## src/rtl/cpu_types_pkg.sv

```systemverilog
// Shared CPU-side types: data word, RAM handshake state and the arbiter FSM encoding.
package cpu_types_pkg;

  typedef logic [31:0] word_t;

  typedef enum logic [1:0] {
    FREE   = 2'd0,
    BUSY   = 2'd1,
    ACCESS = 2'd2,
    ERROR  = 2'd3
  } ramstate_t;

  typedef enum logic [1:0] {
    IDLE = 2'd0,
    IREQ = 2'd1,
    DREQ = 2'd2,
    ERR  = 2'd3
  } arb_state_t;

endpackage

```

## src/rtl/mem_arb_timeout.sv

```systemverilog
// Saturating wait-cycle counter; expired_o flags the increment that reaches TIMEOUT.
module mem_arb_timeout #(
  parameter int unsigned TIMEOUT = 64
) (
  input  logic clk_i,
  input  logic rst_i,
  input  logic inc_i,
  input  logic clr_i,
  output logic expired_o
);

  localparam int unsigned CW = $clog2(TIMEOUT + 1);
  localparam logic [CW-1:0] CMAX = CW'(TIMEOUT);

  logic [CW-1:0] cnt_q, cnt_d;

  always_comb begin
    cnt_d = cnt_q;
    if (clr_i) begin
      cnt_d = '0;
    end else if (inc_i && (cnt_q != CMAX)) begin
      cnt_d = cnt_q + 1'b1;
    end
  end

  // Combinational so the FSM can leave on the very cycle the limit is reached.
  assign expired_o = inc_i && !clr_i && ((32'(cnt_q) + 32'd1) >= TIMEOUT);

  always_ff @(posedge clk_i or posedge rst_i) begin
    if (rst_i) begin
      cnt_q <= '0;
    end else begin
      cnt_q <= cnt_d;
    end
  end

endmodule

```

## src/rtl/mem_arbiter.sv

```systemverilog
// Serialises instruction and data requests onto one wait-stated RAM port; sticky err on RAM error/timeout.
// Optional MEM_ARBITER_STATS_EN adds saturating hit/wait statistics outputs.
module mem_arbiter
  import cpu_types_pkg::*;
#(
  parameter int unsigned TIMEOUT       = 64,
  parameter bit          DATA_PRIORITY = 1'b1
) (
  input  logic      CLK,
  input  logic      RST,
  input  logic      iREN,
  input  word_t     iaddr,
  output logic      ihit,
  output word_t     iload,
  input  logic      dREN,
  input  logic      dWEN,
  input  word_t     daddr,
  input  word_t     dstore,
  output logic      dhit,
  output word_t     dload,
  output logic      ramREN,
  output logic      ramWEN,
  output word_t     ramaddr,
  output word_t     ramstore,
  input  word_t     ramload,
  input  ramstate_t ramstate,
  output logic      err
`ifdef MEM_ARBITER_STATS_EN
  ,
  output word_t     stat_ifetch,
  output word_t     stat_dacc,
  output word_t     stat_wait
`endif
);

  arb_state_t state_q, state_d;
  logic dreq, granted, wait_cyc, abort;
  logic tmo_clr, tmo_exp;

  assign dreq     = dREN | dWEN;
  assign granted  = (state_q == IREQ) || (state_q == DREQ);
  assign wait_cyc = granted && (ramstate != ACCESS);
  assign abort    = ((state_q == IREQ) && !iREN) || ((state_q == DREQ) && !dreq);
  assign tmo_clr  = ihit || dhit || abort;
  assign err      = (state_q == ERR);

  mem_arb_timeout #(
    .TIMEOUT(TIMEOUT)
  ) u_timeout (
    .clk_i    (CLK),
    .rst_i    (RST),
    .inc_i    (wait_cyc),
    .clr_i    (tmo_clr),
    .expired_o(tmo_exp)
  );

  always_comb begin
    state_d  = state_q;
    ramREN   = 1'b0;
    ramWEN   = 1'b0;
    ramaddr  = '0;
    ramstore = '0;
    ihit     = 1'b0;
    dhit     = 1'b0;
    iload    = '0;
    dload    = '0;
    case (state_q)
      IDLE: begin
        if (dreq && (DATA_PRIORITY || !iREN)) begin
          state_d = DREQ;
        end else if (iREN) begin
          state_d = IREQ;
        end
      end
      IREQ: begin
        // Enables follow the live request so a dropped request aborts in the same cycle.
        ramREN  = iREN;
        ramaddr = iaddr;
        if (!iREN) begin
          state_d = IDLE;
        end else if (ramstate == ERROR) begin
          state_d = ERR;
        end else if (ramstate == ACCESS) begin
          ihit    = 1'b1;
          iload   = ramload;
          state_d = dreq ? DREQ : IDLE;
        end else if (tmo_exp) begin
          state_d = ERR;
        end
      end
      DREQ: begin
        ramWEN   = dWEN;
        ramREN   = dREN & ~dWEN;
        ramaddr  = daddr;
        ramstore = dstore;
        if (!dreq) begin
          state_d = IDLE;
        end else if (ramstate == ERROR) begin
          state_d = ERR;
        end else if (ramstate == ACCESS) begin
          dhit    = 1'b1;
          dload   = ramload;
          state_d = iREN ? IREQ : IDLE;
        end else if (tmo_exp) begin
          state_d = ERR;
        end
      end
      ERR:     state_d = ERR;
      default: state_d = IDLE;
    endcase
  end

  always_ff @(posedge CLK or posedge RST) begin
    if (RST) begin
      state_q <= IDLE;
    end else begin
      state_q <= state_d;
    end
  end

`ifdef MEM_ARBITER_STATS_EN
  word_t ifetch_q, dacc_q, wait_q;

  always_ff @(posedge CLK or posedge RST) begin
    if (RST) begin
      ifetch_q <= '0;
      dacc_q   <= '0;
      wait_q   <= '0;
    end else begin
      if (ihit && (ifetch_q != '1)) ifetch_q <= ifetch_q + 32'd1;
      if (dhit && (dacc_q != '1))   dacc_q   <= dacc_q + 32'd1;
      if (wait_cyc && (wait_q != '1)) wait_q <= wait_q + 32'd1;
    end
  end

  assign stat_ifetch = ifetch_q;
  assign stat_dacc   = dacc_q;
  assign stat_wait   = wait_q;
`endif

endmodule
```

## config.mk

```make
export PLATFORM = sky130hd
export DESIGN_NAME = mem_arbiter
export DESIGN_NICKNAME = d
export VERILOG_FILES = /design/src/rtl/cpu_types_pkg.sv /design/src/rtl/mem_arb_timeout.sv /design/src/rtl/mem_arbiter.sv
export SDC_FILE = /design/constraint.sdc
export NUM_CORES = 1
export LEC_CHECK = 0
export ABC_AREA = 0
export BUFFER_PORTS_ARGS = -buffer_cell sky130_fd_sc_hd__buf_2
export CELL_PAD_IN_SITES_DETAIL_PLACEMENT = 1
export CELL_PAD_IN_SITES_GLOBAL_PLACEMENT = 2
export CORE_MARGIN = 4
export CORE_UTILIZATION = 12
export CTS_CLUSTER_SIZE = 24
export DETAILED_ROUTE_END_ITERATION = 8
export PLACE_DENSITY_LB_ADDON = 0.1
export RECOVER_POWER = 25
export SLEW_MARGIN = 20
export SYNTH_ARGS = -nofsm -noshare
export SYNTH_HDL_FRONTEND = slang
export SYNTH_SLANG_ARGS = --single-unit
```

## constraint.sdc

```tcl
create_clock -name CLK -period 2.5 [get_ports CLK]
set_input_delay 0.375 -clock CLK [delete_from_list [all_inputs] [get_ports CLK]]
set_output_delay 0.375 -clock CLK [all_outputs]
set_load 0.02 [all_outputs]
```

==> Word-level counts from Yosys, hierarchy flattened <==
Index checks and enable logic that the tools add are counted.
{ "word_totals": {"regBits": 9, "inputBits": 135, "out_inout_bits": 133, "word_cells": 61} }
{ "op_classes": {"add_sub_neg": 2, "magnitude_cmp": 1, "n_eq_ne": 8, "muxes": 30, "n_bitwise": 3, "n_reduce_logical": 15} }
{ "ops": {"columns": ["op", "count"], "rows": [
  ["two-way mux 32 bit", 7],
  ["case mux 32 bit (2 select lines)", 1],
  ["greater-or-equal comparator 32 x 7 -> 1 bit (second input constant)", 1],
  ["two-way mux 2 bit", 10],
  ["two-way mux 7 bit", 2],
  ["adder 7 x 1 -> 8 bit (second input constant)", 1],
  ["== test 2 bit (second input constant)", 4],
  ["two-way mux 1 bit", 8],
  ["case mux 2 bit (4 select lines)", 1],
  ["adder 7 x 1 -> 7 bit (second input constant)", 1],
  ["!= test 7 bit (second input constant)", 1],
  ["logical AND 1 bit", 6],
  ["logical OR 1 bit", 4],
  ["logical NOT 1 bit", 3],
  ["!= test 3 bit (second input constant)", 1],
  ["== test 2 x 1 -> 1 bit (second input constant)", 1],
  ["logical NOT 2 bit", 1],
  ["!= test 2 bit (second input constant)", 1],
  ["case mux 1 bit (2 select lines)", 1],
  ["nonzero test 2 bit", 1],
  ["AND 1 bit", 1],
  ["inverter 1 bit", 1],
  ["OR 1 bit", 1]
]} }

==> Logic depth before layout (Yosys ltp) <==
Gate-level depths: netlist of run 1.
{ "depth": {"depth_word": 15, "mapped_depth": 7, "mapped_depth_nobuf": 6} }

==> Cells and area by module <==
From an unflattened synthesis of run 1, not the netlist that was laid out.
{ "hier_totals": {"hier_cells": 273, "area_unflattened_um2": 1936.9} }
{ "by_module_without_submodules": {"columns": ["mod", "n_inst", "cells_each", "area_per_inst_um2", "seq_area_each_um2"], "rows": [
  ["mem_arbiter", 1, 221, 1463.9, 50.0],
  ["mem_arb_timeout", 1, 52, 473.0, 175.2]
]} }

==> Worst setup path after synthesis of run 1 <==
Ideal clock, no wire load.
{ "synth_timing": {"path_kind": "register to output", "startpoint": "reg state_q[1]", "endpoint": "out iload[22]", "arrival_ps": 1818, "slack_ps": 307, "stages_incl_launch_ff": 8, "path_cell_list": "dfrtp_1 > inv_1 > ha_1 > clkbuf_1 > nand2_1 > nor2_1 > clkbuf_1 > and2_1"} }
{ "synth_between": {"elab_chain_cells": 2} }
{ "synth_lines": {"columns": ["item", "line_no", "text"], "rows": [
  ["start, declared", "mem_arbiter.sv:36", "arb_state_t state_q, state_d;"],
  ["start signal, assigned", "mem_arbiter.sv:117", "state_q <= state_d;"],
  ["== test 2 x 1 -> 1 bit", "mem_arbiter.sv:67", "case (state_q)"],
  ["two-way mux 32 bit", "mem_arbiter.sv:67", null],
  ["end, declared", "mem_arbiter.sv:14", "output word_t iload,"]
]} }
No other way between the ends.

==> Worst setup path after layout of run 1 <==
{ "layout_timing": {"startpoint": "reg state_q[0]", "endpoint": "out ramaddr[5]"} }
{ "layout_between": {"elab_chain_cells": 2, "elab_cells_between_ends": 3} }
{ "layout_lines": {"columns": ["item", "line_no", "text"], "rows": [
  ["== test 2 bit / == test 2 x 1 -> 1 bit (equally long branches)", "mem_arbiter.sv:67", null],
  ["case mux 32 bit (2 select lines) *", "mem_arbiter.sv:67", null],
  ["end, declared", "mem_arbiter.sv:23", "output word_t ramaddr,"]
]} }
Every way passes the cells marked *; elsewhere a longest branch is shown, timed or not.

==> out/results.ini, run 1 <==
[cts]
cts.htree.levels=1
cts-root-buf=clkbuf_16
cts_tree=yes
insertion_delay_ns=0.24
path_clk_slew_ns=0.04
numCtsBuffers=3
clock-sinks=9
cts.path.max_buffers=2

[grt]
grt_usage=0.105
grt_pass1_vias=2951
grt_pass1_wl_um=14700
antenna_found_initial=1
grt_max_degree=69
met2_usage=0.206
use_met1=0.110
grt_overflow=0
busiest_layer=met2
met3_usage=0.0368

[logic_synthesis]
synth_nets=410
ys_ff_latch=9
yosys_warnings=0
synth_top_area_frac=0.346
synth_cells=268
synthTopCellsByArea=and2_1, a22oi_1, dfrtp_1, nor2_1, ha_1
syn_avg_cell_area_um2=6.67
yosysSeqAreaShare=0.126
synth_cell_types=35
synth_top_area_cell=and2_1
syn_area_um2=1790

[critical_path]
crit_type=flip-flop to output port
crit_fanout=33
crit_path_end_kind=output port
ff2ff_setup_slack_ns=0.51
critPathRequiredTime_ns=2.12
crit_arrival_ns=1.93
start_kind=flip-flop

[routing]
drt-total-wl_um=10200
firstDrtPassIters=4
drc_errors=0
vias=2894
drtIter0Drc=69
wl_per_cell_um=14.5
antenna_left=0
vias_per_cell=4.09

[finish]
final_nets=666
layout_commonest_cell=buf_2
layout_common_cells=buf_2, and2_1, nor2_1
syn_to_final_growth_pct=88.8
insertedDiodeCount=0
drive_gt1_frac=0.503

[sta]
tns_ns=0
finalMaxSlewViolations=0
relSlewSlack=0.541
clock.fmax_ghz=0.433
finalClockSkew_ns=0.00185
rsz0062_at_grt=false
period_minus_slack_ns=2.31
hold_violations=0
worst_slew_pin_slew_ns=0.678
fin_crit_sh=0.923
fin_ws_ns=0.191
setup_viol_count_final=0

[die]
die_w_um=130
die_area_um2=16900
pin_count=268
rows=44
dieHeight_um=130
core-area_um2=14600
initial_utilization=0.123

[power_and_ir_drop]
vdd.ir_drop.worst_uv=325
power.total_mw=3.03
p_leak_nw=1.96
p_per_area_nw_per_um2=897

[place]
dp_hpwl_um=8750
pre_cts_ws_ns=0.353
portBuffers=267
place_congestion=0.731

[job]
maxCapViolations=0

[worst_hold_path]
hp-class=primary input to asynchronous set/reset pin

[run_status]
outcome=finished clean

-- path summary, 6_finish.rpt --
path	startpoint	to	depth (start not counted)
worst min register to register	u_timeout.cnt_q[6]	u_timeout.cnt_q[6]	2
worst max-delay path	state_q[0]	ramaddr[5]	6
worst max register to register	u_timeout.cnt_q[5]	u_timeout.cnt_q[1]	4
max in group asynchronous	RST	u_timeout.cnt_q[4]	2
min in group CLK	ramstate[1]	state_q[1]	3
worst min-delay path	RST	u_timeout.cnt_q[6]	2
-- critical path: stages (launching register included) --
cell and delay [ns]:
dfrtp_1 0.40, inv_1 0.11, ha_1 0.39, clkinv_1 0.12
buf_4 0.26, nor2_1 0.21, buf_2 0.20
-- cell type report --
class	count	area (um^2)
timing repair buffer	274	1380
fill	1881	11200
multi-input combinational	226	1420
clock buffer	4	78.8
inverter	10	37.5
sequential	9	225
tap	184	230
-- registers in the layout (all words and copies together), names as in the netlist --
name,flops
state_q,2
u_timeout.cnt_q,7
-- cells by family after synthesis --
group / count (synthesis) / share of synthesized area
simple gates: 160 / 0.508
compound gates: 54 / 0.223
buf+inv: 33 / 0.0693
flops: 9 / 0.126
fa+ha+maj: 7 / 0.0490
xor+xnor: 4 / 0.0196
mux: 1 / 0.00560
-- timing repair --
item / CTS / global route
buffers inserted: 0 / 0
hold buffers: 0 / 0
setup endpoints to repair: 0 / 1
resized for setup: 0 / 1
endpoints found under the hold margin: 0 / 0
-- Yosys cell counts, drive strengths merged --
library cell,n
a311oi,2
nand4,3
dfrtp,9
a21oi,5
inv,9
nor4,1
and4,1
a211oi,1
o211ai,1
xnor2,1
nor2b,1
ha,7
or4b,1
mux2i,1
a31oi,1
o21ai,7
o221ai,1
clkbuf,23
nand2,3
xor2,3
o311ai,1
nand4b,1
nor3b,2
nor3,1
nand3b,1
a21o,1
or3,2
and2,99
o22ai,1
a32oi,1
nor2,42
clkinv,1
a22oi,32
nand2b,2
-- power by group --
group | internal (mW) | switching [mW]
sequential | 0.187 | 0.0422
combinational | 0.848 | 1.66
clock | 0.214 | 0.0746
total | 1.25 | 1.78
-- metal layers --
layer  routed length (um)  vias to the layer above
li1                     -                     1407
met4                  118                        2
met5                   18                        -
met3                 1410                       12
met1                 3520                     1305
met2                 5150                      168
-- per-stage QoR --
stage	cell area [um^2]	util	cells	hold slack (ns)
2_1_floorplan	1790	-	268	0.203
6_report	3380	0.231	707	0.101
4_1_cts	3410	0.234	707	0.126
5_1_grt	3380	0.231	707	0.148
3_3_place_gp	3340	0.229	703	0.378
3_5_place_dp	3340	0.229	703	0.376
No activity file was read; power rests on OpenSTA's default activity.
==> run 2: changes to the inputs <==
--- a/config.mk
+++ b/config.mk
@@ -15,6 +15,7 @@
 export DETAILED_ROUTE_END_ITERATION = 8
 export PLACE_DENSITY_LB_ADDON = 0.1
 export RECOVER_POWER = 25
+export REMOVE_ABC_BUFFERS = 1
 export SLEW_MARGIN = 20
 export SYNTH_ARGS = -nofsm -noshare
 export SYNTH_HDL_FRONTEND = slang
==> run 2 against run 1 <==
  * Maximum frequency down 0.36%
  * Flip-flop and latch count unchanged
  * Final area up 0.52%
  * Hold slack better by 0.0029 ns
  * Critical path type unchanged
  * Largest cell class unchanged
  * Highest routed layer is now met4
==> out/results.ini, run 2 (synthesized netlist as in run 1, its figures left out) <==
[place]
placedCellCount=703  ; unchanged
dp_hpwl_um=9410  ; was 8750 um
portBuffers=267  ; unchanged
placed_area_um2=3320  ; was 3340 um^2
place_congestion=0.736  ; was 0.731

[critical_path]
slowest_stage=dfrtp_1  ; unchanged
start_kind=flip-flop  ; unchanged
crit_arrival_ns=1.94  ; was 1.93 ns
cp_num_buf_inv=3  ; was 4
path_delay_family=buffers and inverters  ; unchanged
critPathRequiredTime_ns=2.12  ; about the same
crit_chain=inv_1, ha_2, o21ai_0, nor2_1, buf_4, and2_1, buf_2  ; was inv_1, ha_1, clkinv_1, buf_4, nor2_1, buf_2
crit_fanout=33  ; unchanged
crit_type=flip-flop to output port  ; unchanged
crit_path_end_kind=output port  ; unchanged
cp_slowest_stage_delay_ns=0.40  ; about the same

[cts]
insertion_delay_ns=0.23  ; was 0.24 ns
clock-sinks=9  ; unchanged
path_clk_slew_ns=0.04  ; about the same
cts.path.max_buffers=2  ; unchanged
cts-root-buf=clkbuf_16  ; unchanged
numCtsBuffers=3  ; unchanged
cts.htree.levels=1  ; unchanged
cts_tree=yes  ; unchanged

[grt]
antenna_found_initial=1  ; unchanged
grt_overflow=0  ; unchanged
grt_pass1_vias=2875  ; was 2951
grt_max_degree=50  ; was 69
grt_usage=0.114  ; was 0.105
grt_pass1_wl_um=15500  ; was 14700 um

[finish]
fin_area_um2=3390  ; was 3380 um^2
layoutNonFillerInstCount=708  ; was 707
finish.utilization=0.233  ; was 0.231
final_nets=666  ; unchanged
layout_commonest_cell=buf_2  ; unchanged
reg_top3=u_timeout.cnt_q (7), state_q (2)  ; unchanged
layout_common_cells=buf_2, and2_1, nor2_1  ; unchanged
drive_gt1_frac=0.518  ; was 0.503
syn_to_final_growth_pct=89.8  ; was 88.8%
max_flop_register=u_timeout.cnt_q  ; unchanged
largest_reg_flops=7  ; unchanged

[power_and_ir_drop]
vdd.ir_drop.worst_uv=317  ; was 325 uV
power.switching_mw=1.81  ; was 1.78 mW
power.total_mw=3.07  ; was 3.03 mW
p_per_area_nw_per_um2=904  ; was 897 nW/um^2
clockPowerShare=0.093  ; was 0.095
switching_share=0.591  ; was 0.588
p_int_mw=1.26  ; was 1.25 mW
pwr-share-seq=0.075  ; was 0.076
pwr-share-comb=0.831  ; was 0.829
p_leak_nw=1.98  ; was 1.96 nW

[sta]
setup_viol_count_final=0  ; unchanged
clock.fmax_ghz=0.432  ; was 0.433 GHz
period_minus_slack_ns=2.32  ; was 2.31 ns
hold_violations=0  ; unchanged
finalClockSkew_ns=0.000817  ; was 0.00185 ns
worst_slew_pin_slew_ns=0.543  ; was 0.678 ns
fin_crit_sh=0.927  ; was 0.923
finalMaxSlewViolations=0  ; unchanged
relSlewSlack=0.638  ; was 0.541
rsz0062_at_grt=false  ; unchanged

[routing]
dr_wl_met2_um=5850  ; was 5150 um
drtIter0Drc=49  ; was 69
wl_per_cell_um=15.6  ; was 14.5 um
antenna_left=0  ; unchanged
vias_per_cell=4.02  ; was 4.09
drt-total-wl_um=11100  ; was 10200 um
vias=2849  ; was 2894
drt-met1-wl_um=3770  ; was 3520 um
firstDrtPassIters=4  ; unchanged
wl_met3_um=1310  ; was 1410 um
drc_errors=0  ; unchanged
top_layer_used=met4  ; was met5

[run_status]
outcome=finished clean  ; unchanged

[die]
initial_utilization=0.123  ; unchanged
die_w_um=130  ; unchanged
pin_count=268  ; unchanged
rows=44  ; unchanged
die_area_um2=16900  ; unchanged
dieHeight_um=130  ; unchanged
core-area_um2=14600  ; unchanged

[job]
maxCapViolations=0  ; unchanged

[worst_hold_path]
hp-class=primary input to asynchronous set/reset pin  ; unchanged

-- run 2: changes by cell type in the layout (fill, tap and decap cells not counted), sizes merged --
cell	change
buf	+7
clkbuf	-7
diode	+1
-- run 2: power by group through the flow --
stage / Clock (mW) / Sequential (mW) / Combinational [mW]
3_5_place_dp: 0 / 0.235 / 2.64
6_report: 0.286 / 0.231 / 2.55
5_1_grt: 0.304 / 0.242 / 2.83
2_1_floorplan: 0 / 0.222 / 1.63
4_1_cts: 0.297 / 0.233 / 2.65
3_3_place_gp: 0 / 0.232 / 2.65
-- run 2: stage by stage --
stage          setup slack (ns)  hold WS (ns)  setup TNS (ns)
2_1_floorplan             -1.08         0.203          -54.20
3_3_place_gp              0.268         0.384               0
3_5_place_dp              0.321         0.377               0
4_1_cts                  0.0906         0.125               0
5_1_grt                0.000382         0.148               0
6_report                  0.183         0.104               0
-- run 2: path summary, 6_finish.rpt --
check / start / to / slack, ns / cells after the start
min in group CLK: dREN / state_q[1] / 0.57 / 3
max in group asynchronous: RST / u_timeout.cnt_q[6] / 2.13 / 2
max reg2reg: state_q[0] / state_q[1] / 0.46 / 7
max: state_q[0] / dload[26] / 0.18 / 7
min reg2reg: u_timeout.cnt_q[4] / u_timeout.cnt_q[4] / 0.59 / 2
min: RST / state_q[1] / 0.10 / 2
-- run 2: what timing repair did --
| item | 4_1_cts | 5_1_grt |
|---|---|---|
| endpoints found under the setup margin | 0 | 11 |
| setup buffers | 0 | 0 |
| hold buffers | 0 | 0 |
| resized for setup | 0 | 2 |
| endpoints found under the hold margin | 0 | 0 |
-- run 2: worst reg2reg max path: stages (launching register included) --
cell and delay (ns):
dfrtp_1 0.40, inv_1 0.14, ha_2 0.23, buf_6 0.31, nor3b_1 0.27, a211oi_1 0.09
a311oi_1 0.31, o211ai_1 0.15
-- run 2: layout make-up --
class / instances / area, um^2
flip-flops and latches: 9 / 225
fillers: 1878 / 11200
clock buffers: 4 / 78.8
diodes: 1 / 2.50
inverters: 10 / 37.5
repair buffers: 274 / 1380
multi-input cells: 226 / 1440
well taps: 184 / 230
-- run 2: per-layer routing --
metal,vias up,global-route usage
met3,8,0.0336
met1,1292,0.121
met5,-,0
li1,1404,-
met4,0,0.0214
met2,145,0.224
